File: config.mk
export PLATFORM = sky130hd
export DESIGN_NAME = voxel_dda_stepper
export DESIGN_NICKNAME = d
export VERILOG_FILES = /design/src/rtl/voxel_dda_stepper.sv
export SDC_FILE = /design/constraint.sdc
export NUM_CORES = 1
export LEC_CHECK = 0
export BUFFER_PORTS_ARGS = -buffer_cell sky130_fd_sc_hd__buf_4
export CAP_MARGIN = 20
export CELL_PAD_IN_SITES_DETAIL_PLACEMENT = 1
export CELL_PAD_IN_SITES_GLOBAL_PLACEMENT = 1
export CORE_UTILIZATION = 38
export DETAILED_ROUTE_END_ITERATION = 10
export PLACE_DENSITY = 0.81
export SLEW_MARGIN = 20
export SYNTH_ARGS = -nofsm -noshare
export SYNTH_HDL_FRONTEND = slang
export SYNTH_SLANG_ARGS = --single-unit
File: constraint.sdc
create_clock -name clk -period 3 [get_ports clk]
set_input_delay 0.3 -clock clk [delete_from_list [all_inputs] [get_ports clk]]
set_output_delay 0.3 -clock clk [all_outputs]
set_load 0.005 [all_outputs]
File: src/rtl/voxel_dda_stepper.sv
// Amanatides-Woo 3D DDA stepper for a 32x32x32 occupancy grid: walks one ray
// voxel by voxel and reports hit, step-limit timeout or grid exit.
module voxel_dda_stepper #(
    parameter int unsigned  T_W       = 16,
    parameter int unsigned  MAX_STEPS = 96,
    localparam int unsigned S_W       = $clog2(MAX_STEPS + 1)
) (
    input  logic           clk,
    input  logic           rst_n,
    input  logic           start_valid,
    output logic           start_ready,
    input  logic [4:0]     start_x,
    input  logic [4:0]     start_y,
    input  logic [4:0]     start_z,
    input  logic           step_x_neg,
    input  logic           step_y_neg,
    input  logic           step_z_neg,
    input  logic [T_W-1:0] tmax_x,
    input  logic [T_W-1:0] tmax_y,
    input  logic [T_W-1:0] tmax_z,
    input  logic [T_W-1:0] tdelta_x,
    input  logic [T_W-1:0] tdelta_y,
    input  logic [T_W-1:0] tdelta_z,
    output logic [4:0]     vox_x,
    output logic [4:0]     vox_y,
    output logic [4:0]     vox_z,
    output logic           mem_rd_en,
    input  logic           occ_rdata,
    output logic           res_valid,
    input  logic           res_ready,
    output logic           res_hit,
    output logic           res_timeout,
    output logic [4:0]     res_x,
    output logic [4:0]     res_y,
    output logic [4:0]     res_z,
    output logic [S_W-1:0] res_steps
);

    typedef enum logic [1:0] {IDLE, READ, CHECK, DONE} state_e;

    state_e         state_q;
    logic [S_W-1:0] cnt_q;
    logic           neg_x_q, neg_y_q, neg_z_q;
    logic [T_W-1:0] tmax_x_q, tmax_y_q, tmax_z_q;
    logic [T_W-1:0] tdelta_x_q, tdelta_y_q, tdelta_z_q;
    logic [T_W-1:0] tmax_x_d, tmax_y_d, tmax_z_d;
    logic [4:0]     vox_x_d, vox_y_d, vox_z_d;
    logic           sel_x, sel_y, sel_z;
    logic           at_edge, at_limit;

    function automatic logic [T_W-1:0] sat_add(input logic [T_W-1:0] a, input logic [T_W-1:0] b);
        logic [T_W:0] s;
        s = {1'b0, a} + {1'b0, b};
        return s[T_W] ? {T_W{1'b1}} : s[T_W-1:0];
    endfunction

    // Smallest tMax wins; ties favour X, then Y, then Z.
    always_comb begin
        sel_x = (tmax_x_q <= tmax_y_q) && (tmax_x_q <= tmax_z_q);
        sel_y = !sel_x && (tmax_y_q <= tmax_z_q);
        sel_z = !sel_x && !sel_y;

        at_edge = (sel_x && (neg_x_q ? (vox_x == 5'd0) : (vox_x == 5'd31)))
               || (sel_y && (neg_y_q ? (vox_y == 5'd0) : (vox_y == 5'd31)))
               || (sel_z && (neg_z_q ? (vox_z == 5'd0) : (vox_z == 5'd31)));
        at_limit = (cnt_q == S_W'(MAX_STEPS));

        vox_x_d  = vox_x;
        vox_y_d  = vox_y;
        vox_z_d  = vox_z;
        tmax_x_d = tmax_x_q;
        tmax_y_d = tmax_y_q;
        tmax_z_d = tmax_z_q;
        if (sel_x) begin
            vox_x_d  = neg_x_q ? (vox_x - 5'd1) : (vox_x + 5'd1);
            tmax_x_d = sat_add(tmax_x_q, tdelta_x_q);
        end
        if (sel_y) begin
            vox_y_d  = neg_y_q ? (vox_y - 5'd1) : (vox_y + 5'd1);
            tmax_y_d = sat_add(tmax_y_q, tdelta_y_q);
        end
        if (sel_z) begin
            vox_z_d  = neg_z_q ? (vox_z - 5'd1) : (vox_z + 5'd1);
            tmax_z_d = sat_add(tmax_z_q, tdelta_z_q);
        end
    end

    always_ff @(posedge clk) begin
        if (!rst_n) begin
            state_q     <= IDLE;
            start_ready <= 1'b1;
            mem_rd_en   <= 1'b0;
            res_valid   <= 1'b0;
            res_hit     <= 1'b0;
            res_timeout <= 1'b0;
            res_x       <= 5'd0;
            res_y       <= 5'd0;
            res_z       <= 5'd0;
            res_steps   <= '0;
            vox_x       <= 5'd0;
            vox_y       <= 5'd0;
            vox_z       <= 5'd0;
            cnt_q       <= '0;
            neg_x_q     <= 1'b0;
            neg_y_q     <= 1'b0;
            neg_z_q     <= 1'b0;
            tmax_x_q    <= '0;
            tmax_y_q    <= '0;
            tmax_z_q    <= '0;
            tdelta_x_q  <= '0;
            tdelta_y_q  <= '0;
            tdelta_z_q  <= '0;
        end else begin
            case (state_q)
                IDLE: begin
                    if (start_valid) begin
                        vox_x       <= start_x;
                        vox_y       <= start_y;
                        vox_z       <= start_z;
                        neg_x_q     <= step_x_neg;
                        neg_y_q     <= step_y_neg;
                        neg_z_q     <= step_z_neg;
                        tmax_x_q    <= tmax_x;
                        tmax_y_q    <= tmax_y;
                        tmax_z_q    <= tmax_z;
                        tdelta_x_q  <= tdelta_x;
                        tdelta_y_q  <= tdelta_y;
                        tdelta_z_q  <= tdelta_z;
                        cnt_q       <= '0;
                        start_ready <= 1'b0;
                        mem_rd_en   <= 1'b1;
                        state_q     <= READ;
                    end
                end
                READ: begin
                    mem_rd_en <= 1'b0;
                    cnt_q     <= cnt_q + S_W'(1);
                    state_q   <= CHECK;
                end
                CHECK: begin
                    if (occ_rdata || at_limit || at_edge) begin
                        res_valid   <= 1'b1;
                        res_hit     <= occ_rdata;
                        res_timeout <= !occ_rdata && at_limit;
                        res_x       <= vox_x;
                        res_y       <= vox_y;
                        res_z       <= vox_z;
                        res_steps   <= cnt_q;
                        state_q     <= DONE;
                    end else begin
                        vox_x     <= vox_x_d;
                        vox_y     <= vox_y_d;
                        vox_z     <= vox_z_d;
                        tmax_x_q  <= tmax_x_d;
                        tmax_y_q  <= tmax_y_d;
                        tmax_z_q  <= tmax_z_d;
                        mem_rd_en <= 1'b1;
                        state_q   <= READ;
                    end
                end
                DONE: begin
                    if (res_ready) begin
                        res_valid   <= 1'b0;
                        start_ready <= 1'b1;
                        state_q     <= IDLE;
                    end
                end
                default: state_q <= IDLE;
            endcase
        end
    end

endmodule

==> metrics.txt <==
Post-Syn Area 9980 um^2; Crit. End Element register; area leader, netlist dfxtp_1; Ys Warns 0; Hold Path Stages 3; Area Growth Syn to Fin 29.8%; area of the multi-input gates 6700 um^2; Peak Freq 316 MHz; Syn Nets 1494; Final Hold Vio Count 0; crit path kind register to register; gr usage total 26.6%; hold_buf cts 0; Slew Limit Fails 0; GPL Wtd Cong 0.917; residual DRC count 0; final setup violation count 68; Inst Count DP 1753; CP Launch Type register; worst endpoint required time approximately 3.4 ns; setup TNS -4.37 ns; # port buffers 160; via count 10455; share of the synthesized area in the top cell type 30.1%; number of global-route vias before repair around 11000; Crit-path slowest cell or4bb_1; RSZ-0062 raised after global routing true; Die X 164 um; DR pass1 iterations 4; CTS tree built; Starting Density 39.2%; final cell count without fillers between 1500 and 2000; FF-to-FF End res_steps[5]; number of library cell types mapped by synthesis 63; largest net degree at the start of global routing between 70 and 80; Primary FF master, synth dfxtp_1; Fill cells slightly above 3000; placed standard-cell area approximately 12000 um^2; diode count 0; Worst-Skew Late Latency ~0.44 ns; total congestion overflow 0; initial antenna violation count 0; total CTS buffers 17; Worst Tran Pin Value roughly 0.96 ns; Clock Sinks 150; worst flop-to-flop path startpoint tmax_y_q[11]; Initial DRC Count 562; Avg WL per Cell 20.5 um; clk_skew between 0.01 and 0.015 ns; mean post-synth cell area just under 8 um^2; global-route wire length before repair 56000 um; Slew HR 36.3%; synth top area cells dfxtp_1, ha_1, nand2_1, a21oi_1, mux2i_1; CTS max path bufs 2; post-route cell area around 13000 um^2; Root Buffer clkbuf_16; hold_sp tdelta_z[5]; CTS H-tree depth 4; WHS Endpoint tdelta_z_q[5]; drt via density 5.81; Worst R2R Path Depth 12; outcome complete, but fails checks; pwr dens around 620 nW/um^2; Seq/Total Area, Yosys between 30% and 40%; Storage cell area between 3000 and 4000 um^2; CP arrival about 3.5 ns; MaxCap Viol Count 0; pre-CTS WS -0.130 ns; fraction of registers with async set/reset 0%; static leakage 5.65 nW; Post-Syn Instances 1262; final setup margin -0.167 ns; Final period util 106%; violated checks negative setup slack; Core ar. 25500 um^2; I/O pin count between 150 and 200; DPL Wire Length 25800 um; worst-path maximum fanout 12; Routed WL around 37000 um; Cell Rows slightly below 60; minimum clock period ~3.2 ns; slowest stage delay, CP 0.57 ns; CP Cell Sequence buf_4, ha_1, a21oi_1, nor2_1, or3_1, or4bb_1, a31oi_4, mux2_4, buf_4, buf_6, o21ai_0, a21oi_1; Post-synth EDFFs 0; Die Area 26900 um^2; layout cell share with drive strength beyond 1 22.8%; post-synthesis register bit count 150; R2R Setup Slk -0.17 ns; HP Class input pin to register; VDD IR max ~350 uV; Reg clk slew, reported paths 0.07 ns; Final #Nets 1690; die height 164 um; Final ANT Viol Nets 0
==> what timing repair did <==
action / 4_1_cts / 5_1_grt
setup buffers: 3 / 9
gates resized for setup: 26 / 39
setup endpoints to repair: 87 / 78
cloned: 2 / 2
pin swaps: 5 / 23
==> report_power, final <==
| part | total, mW | leakage (nW) | internal, mW | switching (mW) |
|---|---|---|---|---|
| registers | 2.46 | 1.24 | 2.21 | 0.245 |
| logic | 3.38 | 4.15 | 1.48 | 1.90 |
| clock network | 2.18 | 0.264 | 1.24 | 0.938 |
==> synth_stat cells (5+ instances only) <==
| cell | instances |
|---|---|
| clkbuf_1 | 51 |
| o21a_1 | 14 |
| or3_1 | 5 |
| nand2_1 | 223 |
| a21o_1 | 16 |
| a211oi_1 | 10 |
| nand4_1 | 16 |
| nand2b_1 | 7 |
| nand3_1 | 41 |
| inv_1 | 68 |
| o31ai_1 | 5 |
| ha_1 | 107 |
| and2_1 | 8 |
| a21oi_1 | 148 |
| nor2_1 | 53 |
| o31a_1 | 5 |
| nor3_1 | 12 |
| buf_4 | 5 |
| dfxtp_1 | 150 |
| fa_1 | 6 |
| o221ai_1 | 42 |
| o21ai_0 | 70 |
| buf_2 | 6 |
| or4_1 | 5 |
| nor2b_1 | 10 |
| o211ai_1 | 16 |
| mux2i_1 | 41 |
| xnor2_1 | 24 |
| a31oi_1 | 6 |
| nor4_1 | 10 |
| xor2_1 | 17 |
==> metal layers <==
| layer | share of wire [%] | vias to the layer above | routed length, um | track usage, % |
|---|---|---|---|---|
| met2 | 49 | 334 | 18100 | 46.8 |
| met4 | 3.5 | 0 | 1290 | 10.1 |
| met5 | 0 | - | 0 | 0 |
| met3 | 4.9 | 88 | 1810 | 3.91 |
| li1 | - | 4943 | - | - |
| met1 | 42 | 5090 | 15600 | 32.5 |
==> cell type report <==
type,count,area share [%]
clock buffers,20,3.45
clock inverters,12,0.994
inverters,68,2.02
multi-input cells,979,51.7
flip-flops and latches,150,23.4
well taps,330,3.19
repair buffers,242,15.2
==> worst max path at each step <==
stage	start	to	slack [ns]	cells after the start
final	tmax_y_q[11]	res_steps[5]	-0.17	12
after CTS	tmax_y_q[5]	vox_x[0]	-0.11	12
after global placement	tmax_y_q[11]	res_steps[2]	-0.02	11
after detailed placement	tmax_y_q[11]	res_x[0]	-0.13	11
after global routing	tmax_y_q[11]	res_steps[5]	-0.28	12
after floorplan	tmax_z_q[0]	tmax_z_q[10]	0.15	12
==> logic make-up after synthesis <==
kind of cell / Yosys count / synth area share (%)
AND/OR/NAND/NOR: 404 / 18.0
AO/OA/AOI/OAI: 376 / 23.9
flip-flops: 150 / 30.1
buffers and inverters: 133 / 5.26
adder cells (fa/ha/maj): 113 / 14.6
multiplexers: 45 / 4.56
XOR/XNOR: 41 / 3.60
==> cells in the final DEF (no fill, tap or decap), types with 15 or more instances in the layout <==
master and n:
buf_4 230, nand2_1 222, a21oi_1 148, dfxtp_1 134, ha_1 100, o21ai_0 68, inv_1 62, nor2_1 51
nand3_1 40, o221ai_1 39, mux2i_1 39, xnor2_1 24, clkbuf_16 19, xor2_1 17, o211ai_1 16, nand4_1 16
a21o_1 15
==> flip-flops by register name, indices dropped and copies added (netlist names), 7 cells and up <==
register,count
tdelta_y_q,16
res_steps,7
tmax_y_q,16
tdelta_z_q,16
cnt_q,7
tdelta_x_q,16
tmax_z_q,16
tmax_x_q,16
==> critical path: cells and delay by family (launching register included) <==
family	cells	cell delay [ns]
multiplexers	1	0.28
AO/OA/AOI/OAI	4	0.73
flip-flops	1	0.37
buffers and inverters	3	0.41
AND/OR/NAND/NOR	3	0.99
adder cells (fa/ha/maj)	1	0.31
==> stage by stage <==
stage,hold slack (ns),power [mW],utilization [%]
6_report,0.103,8.02,50.9
4_1_cts,0.102,7.70,49.7
5_1_grt,0.115,8.38,50.9
3_5_place_dp,0.454,5.33,46.8
3_3_place_gp,0.450,5.20,46.8
2_1_floorplan,0.436,4.20,-
(Power assumes the default switching activity.)
